**config.mk**
```make
export PLATFORM = sky130hd
export DESIGN_NAME = mul_kn_inv
export DESIGN_NICKNAME = d
export VERILOG_FILES = /design/src/rtl/mul_kn_inv_pkg.sv /design/src/rtl/kn_inv_lane.sv /design/src/rtl/mul_kn_inv.sv
export SDC_FILE = /design/constraint.sdc
export NUM_CORES = 1
export LEC_CHECK = 0
export ABC_AREA = 1
export BUFFER_PORTS_ARGS = -buffer_cell sky130_fd_sc_hd__buf_2
export CORE_MARGIN = 8
export CORE_UTILIZATION = 43
export CTS_BUF_LIST = sky130_fd_sc_hd__clkbuf_8 sky130_fd_sc_hd__clkbuf_16
export DETAILED_ROUTE_END_ITERATION = 10
export PLACE_DENSITY_LB_ADDON = 0.05
export SLEW_MARGIN = 10
export SYNTH_ARGS = -nofsm -noshare
export SYNTH_HDL_FRONTEND = slang
export SYNTH_SLANG_ARGS = --single-unit
```
**constraint.sdc**
```tcl
create_clock -name clock -period 3 [get_ports clock]
set_input_delay 0.3 -clock clock [delete_from_list [all_inputs] [get_ports clock]]
set_output_delay 0.3 -clock clock [all_outputs]
set_load 0.005 [all_outputs]
```
**src/rtl/mul_kn_inv_pkg.sv**
```systemverilog
// cordic_pkg: shared CORDIC widths, the Kn-inverse constant and the sample type
package cordic_pkg;
  localparam int CORDIC_W = 12;
  localparam int CORDIC_FXP_SHIFT = 10;
  localparam int KN_INV_Q10 = 1686;
  typedef logic signed [CORDIC_W-1:0] cordic_sample_t;
endpackage

```
**src/rtl/kn_inv_lane.sv**
```systemverilog
// kn_inv_lane: one 4-stage shift-add lane computing d*1686/1024 (floor)
// KN_INV_SAT_EN selects clamping with an overflow flag; otherwise the result wraps.
module kn_inv_lane
  import cordic_pkg::*;
#(
  parameter int W = CORDIC_W,
  parameter int FXP_SHIFT = CORDIC_FXP_SHIFT
) (
  input  logic                clock,
  input  logic                reset_n,
  input  logic                ce,
  input  logic signed [W-1:0] i_d,
  output logic signed [W-1:0] o_q,
  output logic                o_ovf
);
  logic signed [2*W-1:0] r_v, r_p0, r_p1, r_p2, r_q0, r_q1, w_s;
  logic signed [W-1:0] w_res;
  logic w_ovf;
  assign w_s = r_q0 + r_q1;
`ifdef KN_INV_SAT_EN
  localparam logic signed [2*W-1:0] L_MAX = (2*W)'(2**(W-1) - 1);
  localparam logic signed [2*W-1:0] L_MIN = -(2*W)'(2**(W-1));
  logic signed [2*W-1:0] w_sh;
  assign w_sh  = w_s >>> FXP_SHIFT;
  assign w_ovf = (w_sh > L_MAX) || (w_sh < L_MIN);
  assign w_res = w_sh > L_MAX ? L_MAX[W-1:0] : w_sh < L_MIN ? L_MIN[W-1:0] : w_sh[W-1:0];
`else
  assign w_ovf = 1'b0;
  assign w_res = W'(w_s >>> FXP_SHIFT);
`endif
  always_ff @(posedge clock or negedge reset_n) begin
    if (!reset_n) begin
      r_v   <= '0;
      r_p0  <= '0;
      r_p1  <= '0;
      r_p2  <= '0;
      r_q0  <= '0;
      r_q1  <= '0;
      o_q   <= '0;
      o_ovf <= 1'b0;
    end else if (ce) begin
      r_v   <= {{W{i_d[W-1]}}, i_d};
      r_p0  <= (r_v <<< 10) + (r_v <<< 9);
      r_p1  <= (r_v <<< 7) + (r_v <<< 4);
      r_p2  <= (r_v <<< 2) + (r_v <<< 1);
      r_q0  <= r_p0 + r_p1;
      r_q1  <= r_p2;
      o_q   <= w_res;
      o_ovf <= w_ovf;
    end
  end
endmodule

```
**src/rtl/mul_kn_inv.sv**
```systemverilog
// mul_kn_inv: pipelined I/Q multiply by An=1686/1024 with valid tag and ce stall
// Optional output saturation is enabled by defining KN_INV_SAT_EN.
module mul_kn_inv
  import cordic_pkg::*;
#(
  parameter int W = CORDIC_W,
  parameter int FXP_SHIFT = CORDIC_FXP_SHIFT
) (
  input  logic                clock,
  input  logic                reset_n,
  input  logic                ce,
  input  logic                valid_in,
  input  logic signed [W-1:0] x_in,
  input  logic signed [W-1:0] y_in,
  output logic                valid_out,
  output logic signed [W-1:0] x_out,
  output logic signed [W-1:0] y_out,
  output logic                ovf_out
);
  logic [3:0] r_vld;
  logic w_ovf_x, w_ovf_y;
  kn_inv_lane #(.W(W), .FXP_SHIFT(FXP_SHIFT)) u_x (
    .clock(clock), .reset_n(reset_n), .ce(ce), .i_d(x_in), .o_q(x_out), .o_ovf(w_ovf_x)
  );
  kn_inv_lane #(.W(W), .FXP_SHIFT(FXP_SHIFT)) u_y (
    .clock(clock), .reset_n(reset_n), .ce(ce), .i_d(y_in), .o_q(y_out), .o_ovf(w_ovf_y)
  );
  // both flags are already registered alongside the lane outputs
  assign ovf_out   = w_ovf_x | w_ovf_y;
  assign valid_out = r_vld[3];
  always_ff @(posedge clock or negedge reset_n) begin
    if (!reset_n) r_vld <= '0;
    else if (ce) r_vld <= {r_vld[2:0], valid_in};
  end
endmodule

```
==> out/summary.txt, run 1 <==
clock slew at reported path FFs: 0.07 ns
max_slew headroom: 61.3%
Longest Clk Path Bufs: 2
num rows: 58
switching power: 4.01 mW
total track usage: 18.2%
post-route ant nets: 0
setup violators final: 0
CP max FO: 6
post-synth top area share: 38.2%
vias in the first global route: 9157
post-synth top area cell: dfrtp_1
die area: 0.0306 mm2
status: finished, final reports clean
fmax: 519 MHz
crit path kind: reg -> reg
Starting Density: 43.4%
gpl congestion: 0.900
Reg power frac: 34.4%
cell count after synthesis: 1471
Setup TNS: 0 ns
core area: 0.0250 mm2
diodes inserted: 0
Sw Share: 41.7%
layout cell share with drive strength beyond 1: 7.80%
area grow syn2layout: 10.8%
syn_area_per_cell: 7.39 um2
Top Ports: 54
post-cts gate resize count: 0
RSZ-0062 raised after global routing: false
crit share post-route: 64.3%
Post-CTS Setup Inserts: 0
CTS sink count: 166
Pleak: 6.37 nW
first-pass GRT wire length: 46200 um
VDD IR max: 338 uV
final hold violation count: 0
worst hold path class: in -> reg
crit path time final: 1.93 ns
Num CTS Buffers: 17
asr flop ratio synth: 100%
max-slew violation count: 0
chip height: 175 um
footprint of the multi-input gates: 0.00618 mm2
Worst-Skew Late Latency: 0.43 ns
Unique masters post-synth: 34
DP HPWL: 19800 um
vias per cell: 5.03
number of flops mapped to enable cells by yosys: 0
die width: 175 um
filler instances: 2608
via count: 9330
sequential share of the synthesized area: 38.2%
H-tree Lvls: 4
CP startpoint kind: flop
grt total ovfl: 0
Most used DFF post-synth: dfrtp_1
clock skew: 0.0157 ns
Cell Area, Synth: 0.0109 mm2
pwr/cell area: 798 mW/mm2
Root Driver: clkbuf_16
DRC errors left: 0
top post-synthesis cells by area: dfrtp_1 (38%), nand2_1 (19%), ha_1 (11%), nand3_1 (4.4%), a21oi_1 (3.7%)
final core area utilization: 48.1%
drt wl/cell: 14.5 um
cell-internal power: 5.61 mW
fin nets: 1644
Logic pwr share: 43.8%
Syn Nets: 1603
max-cap violations: 0
Buffers on Ports: 52
FF+latch count, synth: 166
Required @ worst endpoint: 3.30 ns
CP Capture Type: flop
yosys warns: 0
Clk network pwr share: 21.8%
arrival time at the worst endpoint: 2.22 ns
drt initial violations: 646
initial antenna violation count: 0
CTS tree: yes
iteration count of the initial detailed-routing pass: 5
final wirelength: 26900 um
sequential cell area: 0.00415 mm2
largest net degree at the start of global routing: 133
worst-margin pin slew: 0.581 ns
## layout by cell type (no fill, tap or decap), types with 4 or more instances in the layout
cell type	instances
buf_12	4
o21ai_1	22
xor2_1	9
clkbuf_16	17
nand2_1	565
ha_1	98
nand3_1	96
clkbuf_8	4
or2_1	4
a21oi_1	81
or2_2	5
nor3_1	4
xnor2_1	29
nand4_1	14
o21ai_0	72
a21boi_0	5
o21bai_1	4
dfrtp_1	166
inv_1	99
nand3b_1	4
nand2_2	14
fa_1	6
buf_2	50
clkinvlp_4	5
nor2_1	93
a31oi_1	19
a21o_1	10
nor4_2	4
## per-stage QoR
stage / cell area, um2 / instances / worst slack, ns / total power, mW / hold WS, ns
CTS: 12100 / 1855 / 1.06 / 9.73 / 0.0480
finish: 12100 / 1855 / 1.07 / 9.62 / 0.0639
floorplan: 10900 / 1471 / 1.23 / 6.39 / 0.00441
global route: 12100 / 1855 / 0.909 / 10.5 / 0.0573
global placement: 11500 / 1822 / 1.12 / 7.56 / 0.276
detailed placement: 11500 / 1822 / 1.07 / 7.58 / 0.283
## power groups by stage
stage               Sequential [mW]  Combinational [mW]  Clock, mW
floorplan                      3.21                3.17          0
global placement               3.35                4.21          0
detailed placement             3.36                4.22          0
CTS                            3.32                4.25       2.16
global route                   3.40                4.88       2.23
finish                         3.31                4.21       2.09
## worst max-delay path: stages (launching register included)
cell	delay, ns
dfrtp_1	0.48
ha_1	0.26
fa_1	0.44
nand3_1	0.11
nand2_1	0.09
a21oi_1	0.18
xor2_1	0.15
o21ai_0	0.09
## final timing paths
| check | from | endpoint | slack [ns] | depth (start not counted) |
|---|---|---|---|---|
| worst max-delay path | u_y.r_v[1] | u_y.r_p2[8] | 1.07 | 7 |
| worst min-delay path | x_in[10] | u_x.r_v[10] | 0.06 | 3 |
| worst max register to register | u_y.r_v[1] | u_y.r_p2[8] | 1.07 | 7 |
| worst min register to register | r_vld[0] | r_vld[0] | 0.47 | 2 |
| max in group asynchronous | reset_n | u_x.r_q1[12] | 1.86 | 3 |
| min in group asynchronous | reset_n | u_y.r_q1[11] | 0.37 | 2 |
## routing by layer
metal	global-route usage (%)	share of wire [%]	wire, um	vias up
met2	27.8	43	11500	125
met3	2.63	2.9	784	21
met1	26.6	53	14300	4261
li1	-	-	-	4923
met4	4.45	1.1	307	0
met5	0	0	0	-
## kinds of logic (layout without fill, tap and decap cells)
group,Yosys count,in the layout,synth area share (%)
other,1,1,0.0345
buffers and inverters,136,190,5.03
adders and majority gates,104,104,12.4
AOI/OAI and AO/OA,217,217,10.7
DFF,166,166,38.2
xor gates and xnor gates,38,38,3.06
and+or+nand+nor,809,809,30.6
## area by class of cell
class                      instances  share of cell area, %
multi-input combinational       1169                   51.3
sequential                       166                   34.5
clock buffer                      21                   3.99
tap                              330                   3.43
inverter                          99                   3.12
timing repair buffer              59                   3.10
clock inverter                    11                  0.633
## flip-flops by register name, indices dropped and copies added, names as in the netlist
register	cells
u_x.r_q1	12
u_y.r_v	12
u_x.r_q0	17
u_y.r_q0	17
r_vld	4
u_x.r_p2	14
u_y.r_q1	12
u_y.r_p2	14
u_y.r_p1	14
u_x.o_q	12
u_x.r_p1	14
u_y.o_q	12
u_x.r_v	12
## synthesized netlist by cell type (19+ instances only)
cell type	count
nand2_1	565
dfrtp_1	166
ha_1	98
inv_1	97
nand3_1	96
nor2_1	93
a21oi_1	81
o21ai_0	72
xnor2_1	29
o21ai_1	22
buf_2	20
a31oi_1	19
## what timing repair did
item | in CTS | in global routing
endpoints found under the setup margin | 0 | 0
endpoints found under the hold margin | 44 | 0
hold buffers | 1 | 0
No activity file was read; power rests on OpenSTA's default activity.
==> run 2, diff against run 1 <==
==> constraint.sdc (replaced) <==
create_clock -name clock -period 1.7 [get_ports clock]
set_input_delay 0.17 -clock clock [delete_from_list [all_inputs] [get_ports clock]]
set_output_delay 0.17 -clock clock [all_outputs]
set_load 0.005 [all_outputs]
==> run 2 against run 1 <==
The run now ends with negative hold slack, negative setup slack left. Register-to-register slack got worse by 1.1 ns. Non-clock buffer count up 161. Clock-buffer cell count fell by 2. Die area stayed put. Combinational power grew to 2.6 times the previous value. Clock skew grew 0.0037 ns. Hold slack worse by 0.066 ns. Largest cell class unchanged.
==> out/summary.txt, run 2 (same netlist as run 1, synthesis figures left out) <==
crit path time final: 1.76 ns (-0.163 ns)
Top Ports: 54 (unchanged)
crit path kind: reg -> reg
DRC errors left: 0 (unchanged)
final worst setup slack: -0.0647 ns (-1.14 ns)
clock skew: 0.0194 ns (+0.00368 ns)
switching power: 8.48 mW (+110%)
vias per cell: 5.02 (-0.12%)
crit share post-route: 104% (+40 points)
crit path from: u_y.r_q1[14]
final instance area: 0.0153 mm2 (+27%)
die width: 175 um (unchanged)
Setup TNS: -0.203 ns (-0.203 ns)
leading cell type in the layout, fill and taps excluded: nand2_1
status: complete, but fails checks
layout cell share with drive strength beyond 1: 31.7% (+24 points)
biggest regs: u_x.r_q0 x17, u_y.r_q0 x17
grt total ovfl: 0 (unchanged)
Longest Clk Path Bufs: 2 (unchanged)
failing checks: negative hold slack, negative setup slack
diodes inserted: 0 (unchanged)
max-cap violations: 0 (unchanged)
reg2reg setup slack: -0.06 ns (-1.14 ns)
initial antenna violation count: 0 (unchanged)
Starting Density: 43.4% (unchanged)
placement-stage cell area: 0.0123 mm2 (+7.4%)
total track usage: 19.2% (+0.94 points)
pwr/cell area: 1380 mW/mm2 (+72%)
non-filler cells, final: 2016 (+8.7%)
die area: 0.0306 mm2 (unchanged)
worst hold margin: -0.00170 ns (-0.0656 ns)
Sw Share: 40.3% (-1.4 points)
Pleak: 7.36 nW (+16%)
vias in the first global route: 9809 (+7.1%)
Inst Count DP: 1931 (+6.0%)
H-tree Lvls: 4 (unchanged)
first-pass GRT wire length: 48400 um (+4.7%)
iteration count of the initial detailed-routing pass: 5 (unchanged)
most frequent cells in the layout: nand2_1 (513), dfrtp_1 (144), buf_4 (119), inv_1 (98), nor2_1 (78)
CTS tree: yes
largest net degree at the start of global routing: 84 (-37%)
fmax: 567 MHz (+9.2%)
drt initial violations: 573 (-11%)
worst hold path class: in -> reg
CTS sink count: 166 (unchanged)
r2r worst-path depth: 7 (unchanged)
Buffers on Ports: 52 (unchanged)
Clk network pwr share: 19.0% (-2.8 points)
core area: 0.0250 mm2 (unchanged)
Required @ worst endpoint: 2.02 ns (-1.28 ns)
Setup crit end: u_y.o_q[10]
CP max FO: 8 (+2)
Worst-Skew Late Latency: 0.43 ns (about the same)
Worst R2R Start: u_y.r_q1[14]
final wirelength: 30000 um (+11%)
Logic pwr share: 51.9% (+8.1 points)
area grow syn2layout: 40.6%
gpl congestion: 0.882 (-2.0%)
via count: 10100 (+8.6%)
Root Driver: clkbuf_16
chip height: 175 um (unchanged)
cell-internal power: 12.6 mW (+120%)
CP Capture Type: flop
final core area utilization: 61.1% (+13 points)
RSZ-0062 raised after global routing: true
max-slew violation count: 0 (unchanged)
VDD IR max: 567 uV (+68%)
final hold violation count: 1 (+1)
Placement Setup Slack: -0.134 ns (-1.21 ns)
clock slew at reported path FFs: 0.07 ns (about the same)
post-route ant nets: 0 (unchanged)
setup violators final: 11 (+11)
num rows: 58 (unchanged)
drt wl/cell: 14.9 um (+2.6%)
Reg power frac: 29.1% (-5.3 points)
DP HPWL: 21400 um (+7.9%)
FF-to-FF End: u_y.o_q[10]
arrival time at the worst endpoint: 2.08 ns (-0.14 ns)
CP startpoint kind: flop
Tot Pwr: 21.1 mW (+120%)
Num CTS Buffers: 17 (unchanged)
fin nets: 1805 (+9.8%)
==> run 2: changes by cell type in the layout (fill, tap and decap cells not counted), sizes merged <==
cell / delta
clkinvlp: -4
inv: +3
dlygate4sd3: +24
clkbuf: -2
buf: +137
bufinv: +3
==> run 2: repair_timing <==
action | 4_1_cts | 5_1_grt
hold buffers | 25 | 0
pin swaps | 9 | 104
endpoints found under the hold margin | 161 | 0
endpoints found under the setup margin | 44 | 74
resized for setup | 68 | 318
buffers inserted | 4 | 25
==> run 2: critical path: stages (launching register included) <==
cell and delay (ns):
dfrtp_4 0.58, ha_4 0.30, a21oi_1 0.21, o21ai_1 0.14, a21oi_1 0.19, nand3_1 0.11
nand3_2 0.08, nand2_1 0.05
==> run 2: how the worst min path moves through the flow <==
stage	endpoint	start	cells after the start	slack, ns
after floorplan	r_vld[0]	reset_n	0	-0.13
after global placement	u_y.o_q[4]	reset_n	1	0.05
after detailed placement	u_y.o_q[4]	reset_n	1	0.05
after CTS	u_x.r_v[11]	x_in[11]	3	0.02
after global routing	u_x.r_v[11]	x_in[11]	3	0.02
final	u_x.r_v[11]	x_in[11]	3	-0.002
==> run 2: cell type report <==
| class | instances | area, um2 |
|---|---|---|
| sequential | 166 | 4180 |
| clock inverter | 13 | 143 |
| clock buffer | 19 | 453 |
| multi-input combinational | 1169 | 7960 |
| fill | 2228 | 9750 |
| tap | 330 | 413 |
| inverter | 99 | 377 |
| timing repair buffer | 220 | 1770 |
==> run 2: metal layers <==
metal / vias up / track usage (%) / routed length (um) / share of wire (%)
li1: 5230 / - / - / -
met1: 4729 / 27.1 / 15200 / 51
met2: 137 / 29.9 / 13700 / 46
met3: 32 / 2.44 / 643 / 2.1
met4: 0 / 5.93 / 447 / 1.5
met5: - / 0 / 0 / 0
==> run 2: power by group through the flow <==
stage / Combinational (mW) / Sequential (mW) / Clock [mW]
5_1_grt: 12.2 / 6.27 / 4.24
6_report: 10.9 / 6.12 / 4.00
3_5_place_dp: 8.56 / 5.86 / 0
3_3_place_gp: 8.53 / 5.85 / 0
4_1_cts: 9.10 / 5.90 / 4.07
2_1_floorplan: 5.60 / 5.67 / 0
==> run 3, diff against run 2 <==
--- a/config.mk
+++ b/config.mk
@@ -8,7 +8,7 @@
 export ABC_AREA = 1
 export BUFFER_PORTS_ARGS = -buffer_cell sky130_fd_sc_hd__buf_2
 export CORE_MARGIN = 8
-export CORE_UTILIZATION = 43
+export CORE_UTILIZATION = 57
 export CTS_BUF_LIST = sky130_fd_sc_hd__clkbuf_8 sky130_fd_sc_hd__clkbuf_16
 export DETAILED_ROUTE_END_ITERATION = 10
 export PLACE_DENSITY_LB_ADDON = 0.05
==> constraint.sdc (replaced) <==
create_clock -name clock -period 1.7 [get_ports clock]
set_input_delay 0.34 -clock clock [delete_from_list [all_inputs] [get_ports clock]]
set_output_delay 0.34 -clock clock [all_outputs]
set_load 0.005 [all_outputs]
==> run 3 against run 2 <==
The flow finishes with violations (negative setup slack). Fmax is 7.2% lower. Via count is 3.5% higher. First-iteration DRC count is 21% higher. Routed wire length is 3.4% higher. Combinational power hardly changed. Non-clock buffer count is 57 lower. Critical path depth is 1 higher. Sequential share of layout area is 1.4 points higher. Critical path type unchanged. Critical endpoint is now u_y.r_p1[15]. Largest cell class unchanged. Largest power group unchanged.
==> out/summary.txt, run 3 (same netlist as run 1, synthesis figures left out) <==
status: complete, but fails checks
failing checks: negative setup slack
DR WL met2: 14900 um (+8.8%)
pwr/cell area: 1430 mW/mm2 (+3.7%)
max-slew violation count: 0 (unchanged)
H-tree Lvls: 4 (unchanged)
Starting Density: 58.2% (+15 points)
max-cap violations: 0 (unchanged)
final wirelength: 31000 um (+3.4%)
vias per cell: 5.63 (+12%)
worst hold path class: in -> reg
Buffers on Ports: 52 (unchanged)
layout cell share with drive strength beyond 1: 29.7% (-2.0 points)
Longest Clk Path Bufs: 2 (unchanged)
total track usage: 23.6% (+4.5 points)
drt initial violations: 695 (+21%)
top layer in use: met4
VDD IR max: 870 uV (+53%)
gpl congestion: 0.918 (+4.1%)
diodes inserted: 0 (unchanged)
fmax: 526 MHz (-7.2%)
CTS sink count: 166 (unchanged)
crit path time final: 1.90 ns (+0.137 ns)
clock slew at reported path FFs: 0.07 ns (about the same)
Largest stage delay, worst path: 0.49 ns (-0.09 ns)
setup violators final: 13 (+2)
leading cell type in the layout, fill and taps excluded: nand2_1
final hold violation count: 0 (-1)
vias in the first global route: 9785 (-0.24%)
CP Capture Type: flop
sequential cell area: 0.00418 mm2 (unchanged)
num rows: 50 (-14%)
first-pass GRT wire length: 46700 um (-3.5%)
slowest CP cell: dfrtp_2
r2r worst-path depth: 8 (+1)
Top Ports: 54 (unchanged)
non-filler cells, final: 1863 (-7.6%)
biggest regs: u_x.r_q0 x17, u_y.r_q0 x17
die width: 154 um (-12%)
DR WL met3: 1630 um (+150%)
die area: 0.0238 mm2 (-22%)
CTS tree: yes
Worst-Skew Late Latency: 0.44 ns (about the same)
initial antenna violation count: 0 (unchanged)
grt total ovfl: 0 (unchanged)
drt wl/cell: 16.6 um (+12%)
Cell Chain, Critical Path: ha_4 -> fa_2 -> nand3_2 -> nand2_4 -> nand3_1 -> nand2_1 -> xnor2_1 -> o21ai_0
Pleak: 7.07 nW (-4.0%)
area grow syn2layout: 33.9%
filler instances: 1295 (-42%)
worst hold margin: 0.0973 ns (+0.0990 ns)
via count: 10500 (+3.5%)
Root Driver: clkbuf_16
DRC errors left: 0 (unchanged)
crit path kind: reg -> reg
CP startpoint kind: flop
fin nets: 1748 (-3.2%)
post-route ant nets: 0 (unchanged)
chip height: 154 um (-12%)
final worst setup slack: -0.202 ns (-0.137 ns)
largest net degree at the start of global routing: 65 (-23%)
RSZ-0062 raised after global routing: true
crit share post-route: 112% (+8.1 points)
hold depth: 3 (unchanged)
most frequent cells in the layout: nand2_1 (528), dfrtp_1 (144), inv_1 (96), buf_4 (90), nand3_1 (78)
footprint of the multi-input gates: 0.00785 mm2 (-1.3%)
Required @ worst endpoint: 2.00 ns (-0.02 ns)
WL met1: 13600 um (-11%)
core area: 0.0187 mm2 (-25%)
Inst Count DP: 1806 (-6.5%)
Placement Setup Slack: -0.141 ns (-0.00708 ns)
Num CTS Buffers: 17 (unchanged)
clock skew: 0.0142 ns (-0.00522 ns)
iteration count of the initial detailed-routing pass: 6 (+1)
arrival time at the worst endpoint: 2.20 ns (+0.12 ns)
CP max FO: 5 (-3)
DP HPWL: 19600 um (-8.3%)
run 3: critical path, delay by kind of cell (launching register included):
| family | cells | cell delay [ns] |
|---|---|---|
| AO/OA/AOI/OAI | 1 | 0.13 |
| XOR/XNOR | 1 | 0.20 |
| adder cells (fa/ha/maj) | 2 | 0.60 |
| flip-flops | 1 | 0.49 |
| AND/OR/NAND/NOR | 4 | 0.35 |
run 3: where the power goes:
group          leakage, nW  internal, mW  switching (mW)
Combinational         4.77          4.96            5.90
Sequential            2.00          5.03            1.09
Clock                0.295          2.25            1.57
run 3: final cells by class:
cell class / instances / area share [%]
clock buffers: 20 / 3.20
clock inverters: 12 / 0.765
inverters: 99 / 2.59
multi-input cells: 1169 / 53.9
flip-flops and latches: 166 / 28.7
well taps: 234 / 2.01
repair buffers: 163 / 8.79
run 3: path summary, 6_finish.rpt:
path                            start      endpoint  slack (ns)
min                           x_in[8]    u_x.r_v[8]         0.1
max                        u_y.r_v[3]  u_y.r_p1[15]       -0.20
max in group asynchronous     reset_n  u_y.r_q1[14]        0.77
min in group asynchronous     reset_n  u_y.r_p1[13]        0.32
max reg2reg                u_y.r_v[3]  u_y.r_p1[15]       -0.20
min reg2reg                u_y.o_q[8]    u_y.o_q[8]        0.46
run 3: per-stage QoR:
stage / power, mW / cell area (um2) / util (%) / setup TNS [ns]
global placement: 13.7 / 12000 / 64.2 / -0.361
floorplan: 11.3 / 10900 / - / 0
CTS: 18.2 / 13000 / 69.3 / -0.0472
finish: 20.8 / 14600 / 77.9 / -0.710
detailed placement: 13.9 / 12000 / 64.2 / -1.01
global route: 22.2 / 14600 / 77.9 / -3.04
run 3: timing repair:
action | in CTS | in global routing
endpoints found under the hold margin | 16 | 0
buffers inserted | 9 | 15
resized for setup | 58 | 294
endpoints found under the setup margin | 32 | 74
pin swaps | 8 | 81
hold buffers | 1 | 0
run 3: routing by layer:
layer  global-route usage, %  vias up
met3                    3.14       88
met4                    7.65        0
met5                       0        -
li1                        -     5131
met2                    37.9      368
met1                    32.5     4900
